File: src/rtl/sram_port_arbiter_if.sv
// Bundle of the two pipeline request ports and the shared SRAM port seen by sram_port_arbiter.
// Handshake: a requester holds *_req and its fields stable until *_addr_ok is high in the same cycle
// (that cycle is the transfer); *_data_ok follows exactly one cycle later and cannot be back-pressured.
interface sram_port_arbiter_if;
    logic        inst_req;
    logic [31:0] inst_addr;
    logic        inst_addr_ok;
    logic        inst_data_ok;
    logic [31:0] inst_rdata;

    logic        data_req;
    logic        data_wr;
    logic [3:0]  data_wstrb;
    logic [31:0] data_addr;
    logic [31:0] data_wdata;
    logic        data_addr_ok;
    logic        data_data_ok;
    logic [31:0] data_rdata;

    logic        sram_en;
    logic [3:0]  sram_we;
    logic [31:0] sram_addr;
    logic [31:0] sram_wdata;
    logic [31:0] sram_rdata;

    // Requesters and the SRAM macro together drive the arbiter's inputs.
    modport master (
        output inst_req, inst_addr, data_req, data_wr, data_wstrb, data_addr, data_wdata, sram_rdata,
        input  inst_addr_ok, inst_data_ok, inst_rdata, data_addr_ok, data_data_ok, data_rdata,
        input  sram_en, sram_we, sram_addr, sram_wdata
    );

    modport slave (
        input  inst_req, inst_addr, data_req, data_wr, data_wstrb, data_addr, data_wdata, sram_rdata,
        output inst_addr_ok, inst_data_ok, inst_rdata, data_addr_ok, data_data_ok, data_rdata,
        output sram_en, sram_we, sram_addr, sram_wdata
    );
endinterface

File: src/rtl/sram_port_arbiter.sv
// Shares one single-port synchronous SRAM between fetch (inst) and execute (data) requesters.
// Data wins by default; a streak counter forces one inst grant after MAX_DATA_STREAK data grants.
module sram_port_arbiter #(
    parameter int unsigned MAX_DATA_STREAK = 4
) (
    input  logic                 clk,
    input  logic                 reset,
    sram_port_arbiter_if.slave   bus,
    output logic [3:0]           dbg_streak
);
    localparam logic [3:0] MAX_STREAK = 4'(MAX_DATA_STREAK);

    logic [3:0] streak;
    logic       resp_valid;
    logic       resp_owner;   // 0 = inst, 1 = data
    logic       reset_q;      // high in the first cycle after reset; blocks grants
    logic       accept_en;
    logic       grant_inst;
    logic       grant_data;

    always_comb begin
        accept_en  = !reset && !reset_q;
        grant_inst = 1'b0;
        grant_data = 1'b0;
        if (accept_en) begin
            if (bus.inst_req && bus.data_req) begin
                if (streak == MAX_STREAK) grant_inst = 1'b1;
                else                      grant_data = 1'b1;
            end else begin
                grant_inst = bus.inst_req;
                grant_data = bus.data_req;
            end
        end
    end

    always_ff @(posedge clk) begin
        if (reset) begin
            streak     <= 4'd0;
            resp_valid <= 1'b0;
            resp_owner <= 1'b0;
            reset_q    <= 1'b1;
        end else begin
            reset_q    <= 1'b0;
            resp_valid <= grant_inst | grant_data;
            resp_owner <= grant_data;
            // Only counts data grants that actually made fetch wait.
            if (grant_data && bus.inst_req)
                streak <= (streak == MAX_STREAK) ? MAX_STREAK : streak + 4'd1;
            else if (grant_inst || !bus.inst_req)
                streak <= 4'd0;
        end
    end

    assign bus.inst_addr_ok = grant_inst;
    assign bus.data_addr_ok = grant_data;

    assign bus.sram_en    = grant_inst | grant_data;
    assign bus.sram_addr  = grant_data ? bus.data_addr : bus.inst_addr;
    assign bus.sram_we    = (grant_data && bus.data_wr) ? bus.data_wstrb : 4'h0;
    assign bus.sram_wdata = bus.data_wdata;

    // A response whose grant precedes a reset is dropped while reset is held.
    assign bus.inst_data_ok = resp_valid && !resp_owner && !reset;
    assign bus.data_data_ok = resp_valid &&  resp_owner && !reset;
    assign bus.inst_rdata   = bus.sram_rdata;
    assign bus.data_rdata   = bus.sram_rdata;

    assign dbg_streak = streak;
endmodule

File: src/flat_wrapper.sv
// flat-port wrapper written by rule: the top's interface ports become plain ports
module sram_port_arbiter_flat 
#(
    parameter int unsigned MAX_DATA_STREAK = 4
)
  (clk, reset, dbg_streak, bus_inst_req, bus_inst_addr, bus_data_req, bus_data_wr, bus_data_wstrb, bus_data_addr, bus_data_wdata, bus_sram_rdata, bus_inst_addr_ok, bus_inst_data_ok, bus_inst_rdata, bus_data_addr_ok, bus_data_data_ok, bus_data_rdata, bus_sram_en, bus_sram_we, bus_sram_addr, bus_sram_wdata);
  sram_port_arbiter_if bus_i ();
  input  logic clk;
  input  logic reset;
  output logic [3:0] dbg_streak;
  input wire logic [$bits(bus_i.inst_req)-1:0] bus_inst_req;
  input wire logic [$bits(bus_i.inst_addr)-1:0] bus_inst_addr;
  input wire logic [$bits(bus_i.data_req)-1:0] bus_data_req;
  input wire logic [$bits(bus_i.data_wr)-1:0] bus_data_wr;
  input wire logic [$bits(bus_i.data_wstrb)-1:0] bus_data_wstrb;
  input wire logic [$bits(bus_i.data_addr)-1:0] bus_data_addr;
  input wire logic [$bits(bus_i.data_wdata)-1:0] bus_data_wdata;
  input wire logic [$bits(bus_i.sram_rdata)-1:0] bus_sram_rdata;
  output wire logic [$bits(bus_i.inst_addr_ok)-1:0] bus_inst_addr_ok;
  output wire logic [$bits(bus_i.inst_data_ok)-1:0] bus_inst_data_ok;
  output wire logic [$bits(bus_i.inst_rdata)-1:0] bus_inst_rdata;
  output wire logic [$bits(bus_i.data_addr_ok)-1:0] bus_data_addr_ok;
  output wire logic [$bits(bus_i.data_data_ok)-1:0] bus_data_data_ok;
  output wire logic [$bits(bus_i.data_rdata)-1:0] bus_data_rdata;
  output wire logic [$bits(bus_i.sram_en)-1:0] bus_sram_en;
  output wire logic [$bits(bus_i.sram_we)-1:0] bus_sram_we;
  output wire logic [$bits(bus_i.sram_addr)-1:0] bus_sram_addr;
  output wire logic [$bits(bus_i.sram_wdata)-1:0] bus_sram_wdata;
  assign bus_i.inst_req = bus_inst_req;
  assign bus_i.inst_addr = bus_inst_addr;
  assign bus_i.data_req = bus_data_req;
  assign bus_i.data_wr = bus_data_wr;
  assign bus_i.data_wstrb = bus_data_wstrb;
  assign bus_i.data_addr = bus_data_addr;
  assign bus_i.data_wdata = bus_data_wdata;
  assign bus_i.sram_rdata = bus_sram_rdata;
  assign bus_inst_addr_ok = bus_i.inst_addr_ok;
  assign bus_inst_data_ok = bus_i.inst_data_ok;
  assign bus_inst_rdata = bus_i.inst_rdata;
  assign bus_data_addr_ok = bus_i.data_addr_ok;
  assign bus_data_data_ok = bus_i.data_data_ok;
  assign bus_data_rdata = bus_i.data_rdata;
  assign bus_sram_en = bus_i.sram_en;
  assign bus_sram_we = bus_i.sram_we;
  assign bus_sram_addr = bus_i.sram_addr;
  assign bus_sram_wdata = bus_i.sram_wdata;
  sram_port_arbiter #(.MAX_DATA_STREAK(MAX_DATA_STREAK)) u_core (.clk(clk), .reset(reset), .bus(bus_i), .dbg_streak(dbg_streak));
endmodule
File: config.mk
export PLATFORM = sky130hd
export DESIGN_NAME = sram_port_arbiter_flat
export DESIGN_NICKNAME = d
export VERILOG_FILES = /design/src/rtl/sram_port_arbiter_if.sv /design/src/rtl/sram_port_arbiter.sv /design/src/flat_wrapper.sv
export SDC_FILE = /design/constraint.sdc
export NUM_CORES = 1
export LEC_CHECK = 0
export BUFFER_PORTS_ARGS = -buffer_cell sky130_fd_sc_hd__buf_2
export CELL_PAD_IN_SITES_DETAIL_PLACEMENT = 0
export CELL_PAD_IN_SITES_GLOBAL_PLACEMENT = 1
export CORE_MARGIN = 1.5
export CORE_UTILIZATION = 15
export CTS_CLUSTER_SIZE = 14
export DETAILED_ROUTE_END_ITERATION = 7
export GPL_TIMING_DRIVEN = 0
export PLACE_DENSITY = 0.88
export SYNTH_ARGS = -nofsm -noshare
export SYNTH_HDL_FRONTEND = slang
export SYNTH_SLANG_ARGS = --single-unit
File: constraint.sdc
create_clock -name clk -period 1.8 [get_ports clk]
set_input_delay 0.18 -clock clk [delete_from_list [all_inputs] [get_ports clk]]
set_output_delay 0.18 -clock clk [all_outputs]
set_load 0.02 [all_outputs]
==> run summary <==
WL/cell -> 11.9 um
Routed Antenna Nets -> 0
Top cell type's share of synthesized area -> 44.0%
Hold Path Class -> primary input to flip-flop
MaxCap Viol Count -> 0
Cell Rows -> 37
Fin Clk Skew -> 0.00370 ns
Final HPWL DP -> 5.65 mm
Yosys warnings -> 0
Total track usage -> 9.01%
Distinct cells, synth -> 25
R2R depth -> 5
Final period util -> 119%
Number of buffers created by CTS -> 3
Die area -> 11,600 um2
Max-slew violations -> 0
Avg Cell Area, Syn -> 9.25 um2
Largest net degree at the start of global routing -> 11
Gpl congestion -> 0.629
Min Tclk post-route -> 2.14 ns
First-pass iteration count of the detailed router -> 4
Final net count -> 539
Clk buf depth -> 2
RSZ-0062 raised after global routing -> true
FF-to-FF setup slack -> 0.27 ns
Core area -> 10,500 um2
Worst-path clk slew -> 0.04 ns
Worst Setup Slack post-DPL -> -0.160 ns
DP Area -> 2890 um2
DR iter-0 viols -> 61
Synth-to-Final Area Change -> 91.3%
WS Path Type -> flip-flop to output port
Post-synth top area cell -> buf_4
Hold EP -> u_core.reset_q$_DFF_P_
CP Launch Point -> u_core.dbg_streak[0]$_SDFFE_PP0P_
Failing checks -> setup timing
Lkg Pwr -> 1.89 nW
Highest Clock Rate -> 0.467 GHz
Filler cell count -> 1,086
First-pass GRT wire length -> 8.10 mm
Setup crit start kind -> flip-flop
Post-synthesis instance total -> 177
Critical Path Sink Type -> output port
Root Buffer -> clkbuf_8
Die X -> 107 um
Final WL -> 6.37 mm
Port Buf Inserts -> 213
Min-delay src -> reset
Via count -> 1,900
I/O pins -> 278
CTS H-Tree Depth -> 1
Layout cell share with drive strength beyond 1 -> 91.5%
Post-route worst setup slack -> -0.339 ns
Top fanout value on the critical path -> 10
# diodes -> 0
Hold Buf Count CTS -> 0
Synth Net Count -> 316
Netlist Area Pre-Place -> 1640 um2
Yosys reg bits -> 7
Least-Margin Pin Slew -> 0.400 ns
Reg-to-Reg Start -> u_core.dbg_streak[0]$_SDFFE_PP0P_
Reg2reg end -> u_core.dbg_streak[3]$_SDFFE_PP0P_
Vias in the first global route -> 1,666
Worst vdd ir -> 0.000179 V
Grt total ovfl -> 0
Pwr dens -> 385 nW/um2
Clk_lat worst skew -> 0.23 ns
Vias per std cell -> 3.55
CTS tree -> done
CP Data Arrival Time -> 1.96 ns
Required time worst endpoint -> 1.62 ns
Final hold slack -> 0.143 ns
Final setup vio count -> 36
Die height -> 107 um
Register area share after synthesis -> 8.56%
Worst slew margin -> 73.4%
Starting Density -> 15.7%
Final hold vios -> 0
Outcome -> complete, but fails checks
Initial antenna violation count -> 0
DRC Markers -> 0
Hold depth -> 1
Sink Count -> 7
Synth area leaders -> buf_4 44%, mux2_4 27%, dfxtp_1 8.6%, buf_12 3.7%, mux2_2 2.1%
Cell area after layout -> 3130 um2
[routing by layer]
metal  up-vias  GRT usage [%]  part of all wire, %
li1        936              -                    -
met1       833           9.28                   34
met2       127           18.3                   55
met3         4           1.82                   11
met4         0           1.97                 0.47
met5         -              0                    0
[sequential cells by signal, indices dropped and copies added (netlist names)]
name and flops:
u_core.resp_valid 1, u_core.reset_q 1, u_core.dbg_streak 4, u_core.resp_owner 1
[where the power goes]
part,leakage (nW),total (mW),switching (mW),internal [mW]
clock,0.0228,0.223,0.0697,0.153
sequential,0.0588,0.160,0.00202,0.158
combinational,1.81,0.824,0.389,0.435
total,1.89,1.21,0.460,0.747
[placed cells by master, fill, tap and decap left out, types with 3 or more instances in the layout]
cell and instances:
mux2_4 29, inv_2 3, mux2_2 3, nand3_1 4, dfxtp_1 5, and3_2 4, nand2_1 4, buf_2 189
buf_4 105, buf_6 20, buf_12 3, clkbuf_8 3
[area by class of cell]
| class | instances | area (um2) | area share (%) |
|---|---|---|---|
| flip-flops and latches | 7 | 148 | 4.71 |
| clock buffers | 4 | 45.0 | 1.44 |
| repair buffers | 218 | 1250 | 40.1 |
| plain buffers | 101 | 796 | 25.4 |
| multi-input cells | 65 | 704 | 22.5 |
| inverters | 4 | 15.0 | 0.479 |
| well taps | 136 | 170 | 5.43 |
[cells in the mapped netlist (all sizes together)]
cell type	number
clkbuf	1
a211oi	1
nand2b	2
inv	4
a211o	1
or4	1
nand3	4
and3	4
nand4b	2
nor3b	1
and3b	2
nor2	2
mux2	32
buf	100
nand3b	1
ha	2
dfxtp	7
a21oi	2
a31oi	2
o22ai	2
nand2	4
[what timing repair did]
action,4_1_cts,5_1_grt
setup buffers,4,0
cloned,1,0
setup endpoints to repair,37,37
gates resized for setup,46,1
[through the flow]
step           util, %  power (mW)  cells  setup TNS (ns)
3_5_place_dp      27.6       0.936    526           -4.25
4_1_cts           29.9        1.22    535          -11.10
5_1_grt           29.9        1.27    535          -13.31
6_report          29.9        1.21    535          -10.58
3_3_place_gp      27.6       0.928    526           -4.03
2_1_floorplan        -       0.682    177               0
[critical path, cell delays in order, from the launching register on]
cell	delay, ns
dfxtp_4	0.34
inv_2	0.04
ha_4	0.15
and3b_1	0.16
a211o_1	0.27
buf_6	0.16
buf_12	0.15
mux2_4	0.30
buf_2	0.16
[logic make-up after synthesis]
kind of cell	Yosys count	synth area share, %
buffers and inverters	105	49.5
multiplexers	32	28.6
AND/OR/NAND/NOR	23	8.63
AO/OA/AOI/OAI	8	3.13
flip-flops	7	8.56
adder cells (fa/ha/maj)	2	1.53
[worst max path at each step]
stage,endpoint,depth (start not counted)
floorplan,bus_sram_addr[10],7
global placement,bus_sram_addr[8],8
detailed placement,bus_sram_addr[25],8
CTS,bus_sram_addr[28],8
global route,bus_sram_addr[13],8
finish,bus_sram_addr[28],8
Power figures use the tool's default switching activity.
